[config.mk]
export PLATFORM = sky130hd
export DESIGN_NAME = apb_intercon_rr
export DESIGN_NICKNAME = d
export VERILOG_FILES = /design/src/rtl/apb_intercon_rr.sv
export SDC_FILE = /design/constraint.sdc
export NUM_CORES = 1
export LEC_CHECK = 0
export BUFFER_PORTS_ARGS = -buffer_cell sky130_fd_sc_hd__buf_4
export CORE_AREA = 4 4 150 152
export CTS_CLUSTER_SIZE = 28
export DETAILED_ROUTE_END_ITERATION = 10
export DIE_AREA = 0 0 154 156
export PLACE_DENSITY = 0.58
export SLEW_MARGIN = 10
export SYNTH_ARGS = -nofsm -noshare
export SYNTH_HDL_FRONTEND = slang
export SYNTH_SLANG_ARGS = --single-unit
export TNS_END_PERCENT = 50
[constraint.sdc]
create_clock -name clk -period 2.5 [get_ports clk]
set_input_delay 0.25 -clock clk [delete_from_list [all_inputs] [get_ports clk]]
set_output_delay 0.25 -clock clk [all_outputs]
set_load 0.005 [all_outputs]
[src/rtl/apb_intercon_rr.sv]
// apb_intercon_rr: round-robin N-master to M-slave shared APB bus; define APB_INTERCON_TIMEOUT_EN for an ACCESS timeout.
module apb_intercon_rr #(
  parameter int MASTER_PORTS   = 4,
  parameter int SLAVE_PORTS    = 8,
  parameter int BUS_WIDTH      = 16,
  parameter int DATA_WIDTH     = 16,
  parameter int SEL_BITS       = 4,
  parameter int TIMEOUT_CYCLES = 255,
  localparam int GW = MASTER_PORTS > 1 ? $clog2(MASTER_PORTS) : 1
) (
  input  logic                               clk,
  input  logic                               reset,
  input  logic [MASTER_PORTS*BUS_WIDTH-1:0]  S_PADDR,
  input  logic [MASTER_PORTS-1:0]            S_PWRITE,
  input  logic [MASTER_PORTS-1:0]            S_PSELx,
  input  logic [MASTER_PORTS-1:0]            S_PENABLE,
  input  logic [MASTER_PORTS*DATA_WIDTH-1:0] S_PWDATA,
  output logic [MASTER_PORTS*DATA_WIDTH-1:0] S_PRDATA,
  output logic [MASTER_PORTS-1:0]            S_PREADY,
  output logic [MASTER_PORTS-1:0]            S_PSLVERR,
  output logic [BUS_WIDTH-1:0]               M_PADDR,
  output logic                               M_PWRITE,
  output logic [SLAVE_PORTS-1:0]             M_PSELx,
  output logic                               M_PENABLE,
  output logic [DATA_WIDTH-1:0]              M_PWDATA,
  input  logic [SLAVE_PORTS*DATA_WIDTH-1:0]  M_PRDATA,
  input  logic [SLAVE_PORTS-1:0]             M_PREADY,
  output logic [GW-1:0]                      grant_id,
  output logic                               busy
);
  typedef enum logic [1:0] {IDLE, SETUP, ACCESS, RESP} state_t;
  state_t state;
  logic [GW-1:0] ptr, nxt;
  logic [BUS_WIDTH-1:0] req_addr;
  logic [SEL_BITS-1:0] req_idx;
  logic [DATA_WIDTH-1:0] rdata;
  logic [MASTER_PORTS-1:0] gmask;
  logic rdy;
  logic unused_ok;
`ifdef APB_INTERCON_TIMEOUT_EN
  localparam int TW = $clog2(TIMEOUT_CYCLES + 1);
  logic [TW-1:0] cnt;
`endif
  assign unused_ok = ^{S_PENABLE, TIMEOUT_CYCLES > 0};
  // search downward so the closest requester after ptr is the last (winning) assignment
  always_comb begin
    nxt = ptr;
    for (int i = MASTER_PORTS; i >= 1; i--)
      if (S_PSELx[(int'(ptr) + i) % MASTER_PORTS]) nxt = GW'((int'(ptr) + i) % MASTER_PORTS);
  end
  assign req_addr = S_PADDR[nxt*BUS_WIDTH +: BUS_WIDTH];
  assign req_idx  = req_addr[BUS_WIDTH-1 -: SEL_BITS];
  assign gmask    = MASTER_PORTS'(1) << grant_id;
  // M_PSELx is one-hot during ACCESS, so it doubles as the slave mux select
  assign rdy      = |(M_PREADY & M_PSELx);
  always_comb begin
    rdata = '0;
    for (int s = 0; s < SLAVE_PORTS; s++)
      rdata = rdata | (M_PRDATA[s*DATA_WIDTH +: DATA_WIDTH] & {DATA_WIDTH{M_PSELx[s]}});
  end
  always_ff @(posedge clk or negedge reset) begin
    if (!reset) begin
      state     <= IDLE;
      ptr       <= GW'(MASTER_PORTS - 1);
      grant_id  <= '0;
      busy      <= 1'b0;
      S_PRDATA  <= '0;
      S_PREADY  <= '0;
      S_PSLVERR <= '0;
      M_PADDR   <= '0;
      M_PWRITE  <= 1'b0;
      M_PSELx   <= '0;
      M_PENABLE <= 1'b0;
      M_PWDATA  <= '0;
`ifdef APB_INTERCON_TIMEOUT_EN
      cnt       <= '0;
`endif
    end else begin
      case (state)
        IDLE: if (|S_PSELx) begin
          state    <= SETUP;
          busy     <= 1'b1;
          grant_id <= nxt;
          M_PADDR  <= req_addr;
          M_PWRITE <= S_PWRITE[nxt];
          M_PWDATA <= S_PWDATA[nxt*DATA_WIDTH +: DATA_WIDTH];
          M_PSELx  <= int'(req_idx) < SLAVE_PORTS ? SLAVE_PORTS'(1) << req_idx : '0;
        end
        SETUP: if (|M_PSELx) begin
          state     <= ACCESS;
          M_PENABLE <= 1'b1;
`ifdef APB_INTERCON_TIMEOUT_EN
          cnt       <= '0;
`endif
        end else begin
          state     <= RESP;
          S_PREADY  <= gmask;
          S_PSLVERR <= gmask;
        end
        ACCESS: if (rdy) begin
          state     <= RESP;
          M_PSELx   <= '0;
          M_PENABLE <= 1'b0;
          S_PREADY  <= gmask;
          S_PRDATA[grant_id*DATA_WIDTH +: DATA_WIDTH] <= rdata;
        end
`ifdef APB_INTERCON_TIMEOUT_EN
        else if (cnt == TW'(TIMEOUT_CYCLES - 1)) begin
          state     <= RESP;
          M_PSELx   <= '0;
          M_PENABLE <= 1'b0;
          S_PREADY  <= gmask;
          S_PSLVERR <= gmask;
        end else cnt <= cnt + 1'b1;
`endif
        RESP: begin
          state     <= IDLE;
          busy      <= 1'b0;
          ptr       <= grant_id;
          S_PREADY  <= '0;
          S_PSLVERR <= '0;
          S_PRDATA  <= '0;
        end
        default: state <= IDLE;
      endcase
    end
  end
endmodule

==> impl_metrics.ini, run 1 <==
[power]
p_int_mw = 6.660
clockPowerShare = 0.214
total_power_mw = 11.39
p_leak_nw = 4.867
power.switching_mw = 4.731
p_seq_frac = 0.258
p_comb_frac = 0.528
vdd_drop_max_v = 0.0005189
power_density_nw_per_um2 = 1093
switching_share = 0.4153

[drt]
drtIter0Drc = 355
drtPass1Iterations = 7
wl_per_cell_um = 22.47
drc = 0
wirelength_mm = 28.01
vias = 6452
vias_per_cell = 5.174
ant_nets = 0

[global_routing]
grt_pass1_vias = 6719
grt_overflow = 0
grt_pass1_wl_mm = 41.25
antenna_found_initial = 0
track_usage = 0.2249
grt_max_degree = 44

[synth]
syn_area_sq_um = 6405
ys_ff_latch = 121
ys_types = 40
syn_area_per_cell_sq_um = 11.42
yosys_warnings = 0
synthCells = 561
synth_top_area_frac = 0.4649
ys_seq_area_frac = 0.4731
synth_area_leader_cell = dfrtp_1
syn_nets = 850
async_flop_share = 1.000
ys_top_cells_by_area = dfrtp_1, mux4_2, a22oi_1, mux2_2, o31ai_1
synthFlopType = dfrtp_1
synth_edf_count = 0

[sta]
tns_ps = 0
final-setup-viol-count = 0
skew_ps = 13.65
hold_violations = 0
relSlewSlack = 0.4526
fin_crit_sh = 0.9172
fmax_mhz = 436.1
rsz0062_at_grt = false
worst_pin_slew_ps = 813.6
fin_crit_ps = 2293
maxSlewViolCount = 0

[setup_path]
arrival_ps = 2590
startpoint_type = flop
end_kind = flop
crit_fanout = 27
critical_path_class = reg2reg
required_ps = 2800

[cts]
cts_sinks = 121
post_cts_buffers = 0
h-tree-depth = 4
clkLatencyLatePin_ps = 420
root_buffer = clkbuf_16
clockBufferDepth = 2
path_clk_slew_ps = 60
cts_buffers = 17
cts_tree = yes

[die]
die_y_um = 156
dieArea_sq_um = 24020
rows = 53
core_area_sq_um = 21020
initial_core_util = 0.3047
fp.dieW_um = 154
io_pins = 395

[cells_and_area]
area_delta_synth_final_pct = 62.71
insertedDiodeCount = 0
mostFrequentLayoutCells = buf_4, dfrtp_1, nand2_1, a22oi_1, o31ai_1
final_common_cell = buf_4
drive_gt1_frac = 0.5473
fillers = 1989
nets = 1248
design_area_sq_um = 10420

[worst_hold_path]
hp-class = in2reg

[placement]
placed_cell_area_sq_um = 9816
io_buffers = 390
gp_congestion = 0.8171
dp_hpwl_mm = 22.62

[status]
run_status = complete, no violations

[flow_run]
maxCapViolations = 0
[synth_stat cells (10+ instances only)]
master    number
dfrtp_1      119
nand2_1       86
a22oi_1       70
o31ai_1       48
mux2_2        36
mux4_2        31
clkbuf_1      30
o21ai_0       26
and4_1        17
ha_1          11
inv_1         10
[worst paths after layout]
path,start,endpoint,slack (ps),cells after the start
max,ptr[0],M_PWDATA[3],210,6
max in group asynchronous,reset,ptr[1],1370,3
min reg2reg,S_PRDATA[5],S_PRDATA[5],480,2
min in group asynchronous,reset,S_PRDATA[2],400,2
max reg2reg,ptr[0],M_PWDATA[3],210,6
min,S_PSELx[0],busy,250,4
[power groups by stage]
stage / logic [mW] / registers (mW) / clock network (mW)
global route: 6.55 / 3.02 / 2.57
finish: 6.01 / 2.94 / 2.44
global placement: 6.04 / 2.96 / 0
CTS: 6.10 / 2.95 / 2.48
detailed placement: 6.09 / 2.97 / 0
floorplan: 3.29 / 2.91 / 0
[metal layers]
| metal | wire [um] | track usage | vias up |
|---|---|---|---|
| met3 | 2206 | 0.06741 | 28 |
| met4 | 320 | 0.04584 | 0 |
| met2 | 13860 | 0.3802 | 307 |
| li1 | - | - | 2971 |
| met1 | 11630 | 0.2882 | 3146 |
| met5 | 0 | 0 | - |
[state kept, by name (all words and copies together), names as in the netlist]
name	count
M_PADDR	16
S_PRDATA	64
M_PENABLE	1
S_PSLVERR	4
busy	1
ptr	2
M_PWDATA	16
M_PWRITE	1
M_PSELx	8
state	2
S_PREADY	4
grant_id	2
[worst max-delay path: stages (launching register included)]
cell and delay, ps:
dfstp_2 570, nand2b_1 110, a22oi_1 90, o21ai_4 280
buf_12 280, mux4_2 550, mux2_2 270
[stage by stage]
| stage | utilization | hold WS, ps | setup slack [ps] | cells |
|---|---|---|---|---|
| after global placement | 0.4669 | 298.5 | 210.1 | 1214 |
| final | 0.4957 | 248.8 | 206.9 | 1247 |
| after detailed placement | 0.4669 | 293.2 | 193.6 | 1214 |
| after floorplan | - | -45.59 | 270.3 | 561 |
| after global routing | 0.4957 | 236.1 | 46.11 | 1247 |
| after CTS | 0.4956 | 227.7 | 156.7 | 1247 |
[kinds of logic (layout without fill, tap and decap cells)]
family,count (synthesis),after routing,share of synthesized area
buffers and inverters,55,466,0.03536
AND/OR/NAND/NOR,130,130,0.09885
flip-flops,121,121,0.4731
adder cells (fa/ha/maj),11,11,0.02149
multiplexers,72,72,0.1801
AO/OA/AOI/OAI,172,172,0.1911
[cell type report]
cell class,instances,area (sq um),share of cell area
timing repair buffer,424,3236,0.3105
multi-input combinational,385,3182,0.3053
sequential,121,3030,0.2908
clock buffer,17,425.4,0.04082
tap,275,344.1,0.03302
clock inverter,15,166.4,0.01597
inverter,10,37.54,0.003602
[repair_timing]
action,in CTS,in global routing
hold endpoints to repair,41,0
gates resized for setup,0,1
hold buffers,1,0
endpoints found under the setup margin,0,3
No activity file was read; power rests on OpenSTA's default activity.
==> run 2, diff against run 1 <==
--- a/config.mk
+++ b/config.mk
@@ -5,12 +5,13 @@
 export SDC_FILE = /design/constraint.sdc
 export NUM_CORES = 1
 export LEC_CHECK = 0
+export ABC_AREA = 1
 export BUFFER_PORTS_ARGS = -buffer_cell sky130_fd_sc_hd__buf_4
-export CORE_AREA = 4 4 150 152
+export CORE_AREA = 4 4 151 153
 export CTS_CLUSTER_SIZE = 28
 export DETAILED_ROUTE_END_ITERATION = 10
-export DIE_AREA = 0 0 154 156
-export PLACE_DENSITY = 0.58
+export DIE_AREA = 0 0 155 157
+export PLACE_DENSITY = 0.62
 export SLEW_MARGIN = 10
 export SYNTH_ARGS = -nofsm -noshare
 export SYNTH_HDL_FRONTEND = slang
==> constraint.sdc (replaced) <==
create_clock -name clk -period 2.5 [get_ports clk]
set_input_delay 0.25 -clock clk [delete_from_list [all_inputs] [get_ports clk]]
set_output_delay 0.25 -clock clk [all_outputs]
set_load 0.1 [all_outputs]
==> impl_metrics.ini, run 2 <==
[status]
run_status = complete, no violations

[global_routing]
grt_overflow = 0
grt_pass1_wl_mm = 44.08
track_usage = 0.2288
antenna_found_initial = 0
grt_max_degree = 48
grt_pass1_vias = 7991

[die]
rows = 54
dieArea_sq_um = 24340
fp.dieW_um = 155
die_y_um = 157
core_area_sq_um = 21550
io_pins = 395
initial_core_util = 0.3390

[sta]
maxSlewViolCount = 0
fin_crit_ps = 2296
relSlewSlack = 0.5728
fin_crit_sh = 0.9183
final-setup-viol-count = 0
fmax_mhz = 435.6
worst_pin_slew_ps = 640.7
setup_ws_ps = 204.2
hold_violations = 0
tns_ps = 0
skew_ps = 8.532
rsz0062_at_grt = false

[setup_path]
r2r_cells = 9
crit_fanout = 12
startpoint_type = flop
arrival_ps = 2630
critical_path_class = reg2reg
end_kind = flop
required_ps = 2830

[drt]
vias_per_cell = 4.875
vias = 8360
wl_per_cell_um = 17.04
drtPass1Iterations = 5
ant_nets = 0
drtIter0Drc = 399
drc = 0
wirelength_mm = 29.23

[cts]
clkLatencyLatePin_ps = 420
cts_buffers = 17
h-tree-depth = 4
path_clk_slew_ps = 60
cts_sinks = 121
clockBufferDepth = 2
cts_tree = yes
root_buffer = clkbuf_16

[cells_and_area]
final_cells = 1715
post-route-util = 0.5201
area_delta_synth_final_pct = 53.45
fillers = 2198
insertedDiodeCount = 0
largest_register_ffs = 64
drive_gt1_frac = 0.3366
nets = 1711
mostFrequentLayoutCells = buf_4, nand2_1, dfrtp_1, nor2_1, inv_1
regMostFlops = S_PRDATA
top_regs = S_PRDATA: 64 flops, M_PADDR: 16 flops, M_PWDATA: 16 flops
final_common_cell = buf_4

[power]
p_seq_frac = 0.163
p_leak_nw = 5.973
switching_share = 0.5903
power_density_nw_per_um2 = 1607
vdd_drop_max_v = 0.001278
p_comb_frac = 0.696
power.switching_mw = 10.64
clockPowerShare = 0.141
p_int_mw = 7.383

[synth]
synth_adder_area_share = 0.01884
ys_top_cells_by_area = dfrtp_1, nand2_1, nor2_1, o21ai_0, inv_1
synth_area_leader_cell = dfrtp_1
synthCells = 1041
async_flop_share = 1.000
syn_area_sq_um = 7306
synthFlopType = dfrtp_1
yosys_warnings = 0
syn_area_per_cell_sq_um = 7.018
syn_nets = 1330
synthSimpleGateAreaFrac = 0.3393
ys_top_cells_by_count = nand2_1, dfrtp_1, nor2_1
ys_seq_area_frac = 0.4148
yosysMostFrequentCell = nand2_1
synth_top_family_by_area = simple AND/OR/NAND/NOR gates
synth_edf_count = 0
ys_ff_latch = 121
synth-xor-area-share = 0
synth_compound_area_frac = 0.1430
synth_top_area_frac = 0.4076
ys_types = 36
synthMuxAreaShare = 0

[worst_hold_path]
hold_path_depth = 3
hp-class = in2reg

[placement]
dp_hpwl_mm = 22.54
pre_cts_slack_ps = 202.2
io_buffers = 390
gp_congestion = 0.8256
dp.cells = 1680

[flow_run]
maxCapViolations = 0
run 2: cell types whose count changed in the layout (fill, tap and decap cells not counted), moves of 31 or more:
cell     before  now
mux2_2       36    0
inv_1        10   71
o21ai_0      26   64
nor2_1        3   93
mux4_2       31    0
a22oi_1      70    0
nand3_1       1   51
nand2_1      86  415
run 2: metal layers:
| layer | wire (um) | vias up | global-route usage |
|---|---|---|---|
| li1 | - | 4159 | - |
| met1 | 11610 | 3796 | 0.2818 |
| met4 | 594 | 0 | 0.06602 |
| met5 | 0 | - | 0 |
| met3 | 2580 | 41 | 0.06736 |
| met2 | 14440 | 364 | 0.3910 |
run 2: cell families (layout without fill, tap and decap cells):
| group | after synthesis | in the layout |
|---|---|---|
| AO/OA/AOI/OAI | 166 | 166 |
| adder cells (fa/ha/maj) | 11 | 11 |
| buffers and inverters | 137 | 531 |
| flip-flops | 121 | 121 |
| AND/OR/NAND/NOR | 606 | 606 |
run 2: area by class of cell:
class,count,area (sq um),area share
inverters,76,296.5,0.02645
well taps,280,350.3,0.03125
clock buffers,17,425.4,0.03795
clock inverters,15,185.2,0.01652
repair buffers,422,3233,0.2884
repair inverters,1,7.507,0.0006696
flip-flops and latches,121,3032,0.2704
multi-input cells,783,3681,0.3283
run 2: path summary, 6_finish.rpt:
| check | startpoint | endpoint | slack (ps) |
|---|---|---|---|
| worst min register to register | S_PRDATA[9] | S_PRDATA[9] | 480 |
| worst min-delay path | S_PWDATA[38] | M_PWDATA[6] | 80 |
| max in group asynchronous | reset | S_PRDATA[7] | 1370 |
| worst max register to register | state[0] | S_PRDATA[61] | 200 |
| worst max-delay path | state[0] | S_PRDATA[61] | 200 |
| min in group asynchronous | reset | S_PRDATA[46] | 390 |
run 2: critical path: stages, from the launching register on:
cell and delay (ps):
dfrtp_1 380, inv_1 110, ha_1 240, inv_1 130
nor2_1 100, a21oi_2 220, inv_1 130, a21oi_4 330
clkinvlp_4 330, o21ai_0 230
run 2: timing repair:
item	CTS	global route
hold buffers	1	0
endpoints found under the setup margin	0	11
buffers inserted	0	1
endpoints found under the hold margin	42	0
gates resized for setup	0	3
run 2: through the flow:
step                power, mW  hold slack [ps]  cell area (sq um)
floorplan               12.29           -45.59               7313
global placement        15.42            309.8              10560
detailed placement      15.50            312.0              10560
CTS                     18.08            60.78              11180
global route            19.27            105.9              11210
finish                  18.02            75.33              11210
run 2: power groups by stage:
stage | clock network [mW] | logic, mW | registers (mW)
final | 2.54 | 12.5 | 2.95
after CTS | 2.58 | 12.5 | 2.95
after detailed placement | 0 | 12.5 | 2.96
after floorplan | 0 | 5.58 | 6.70
after global routing | 2.66 | 13.6 | 3.03
after global placement | 0 | 12.5 | 2.96
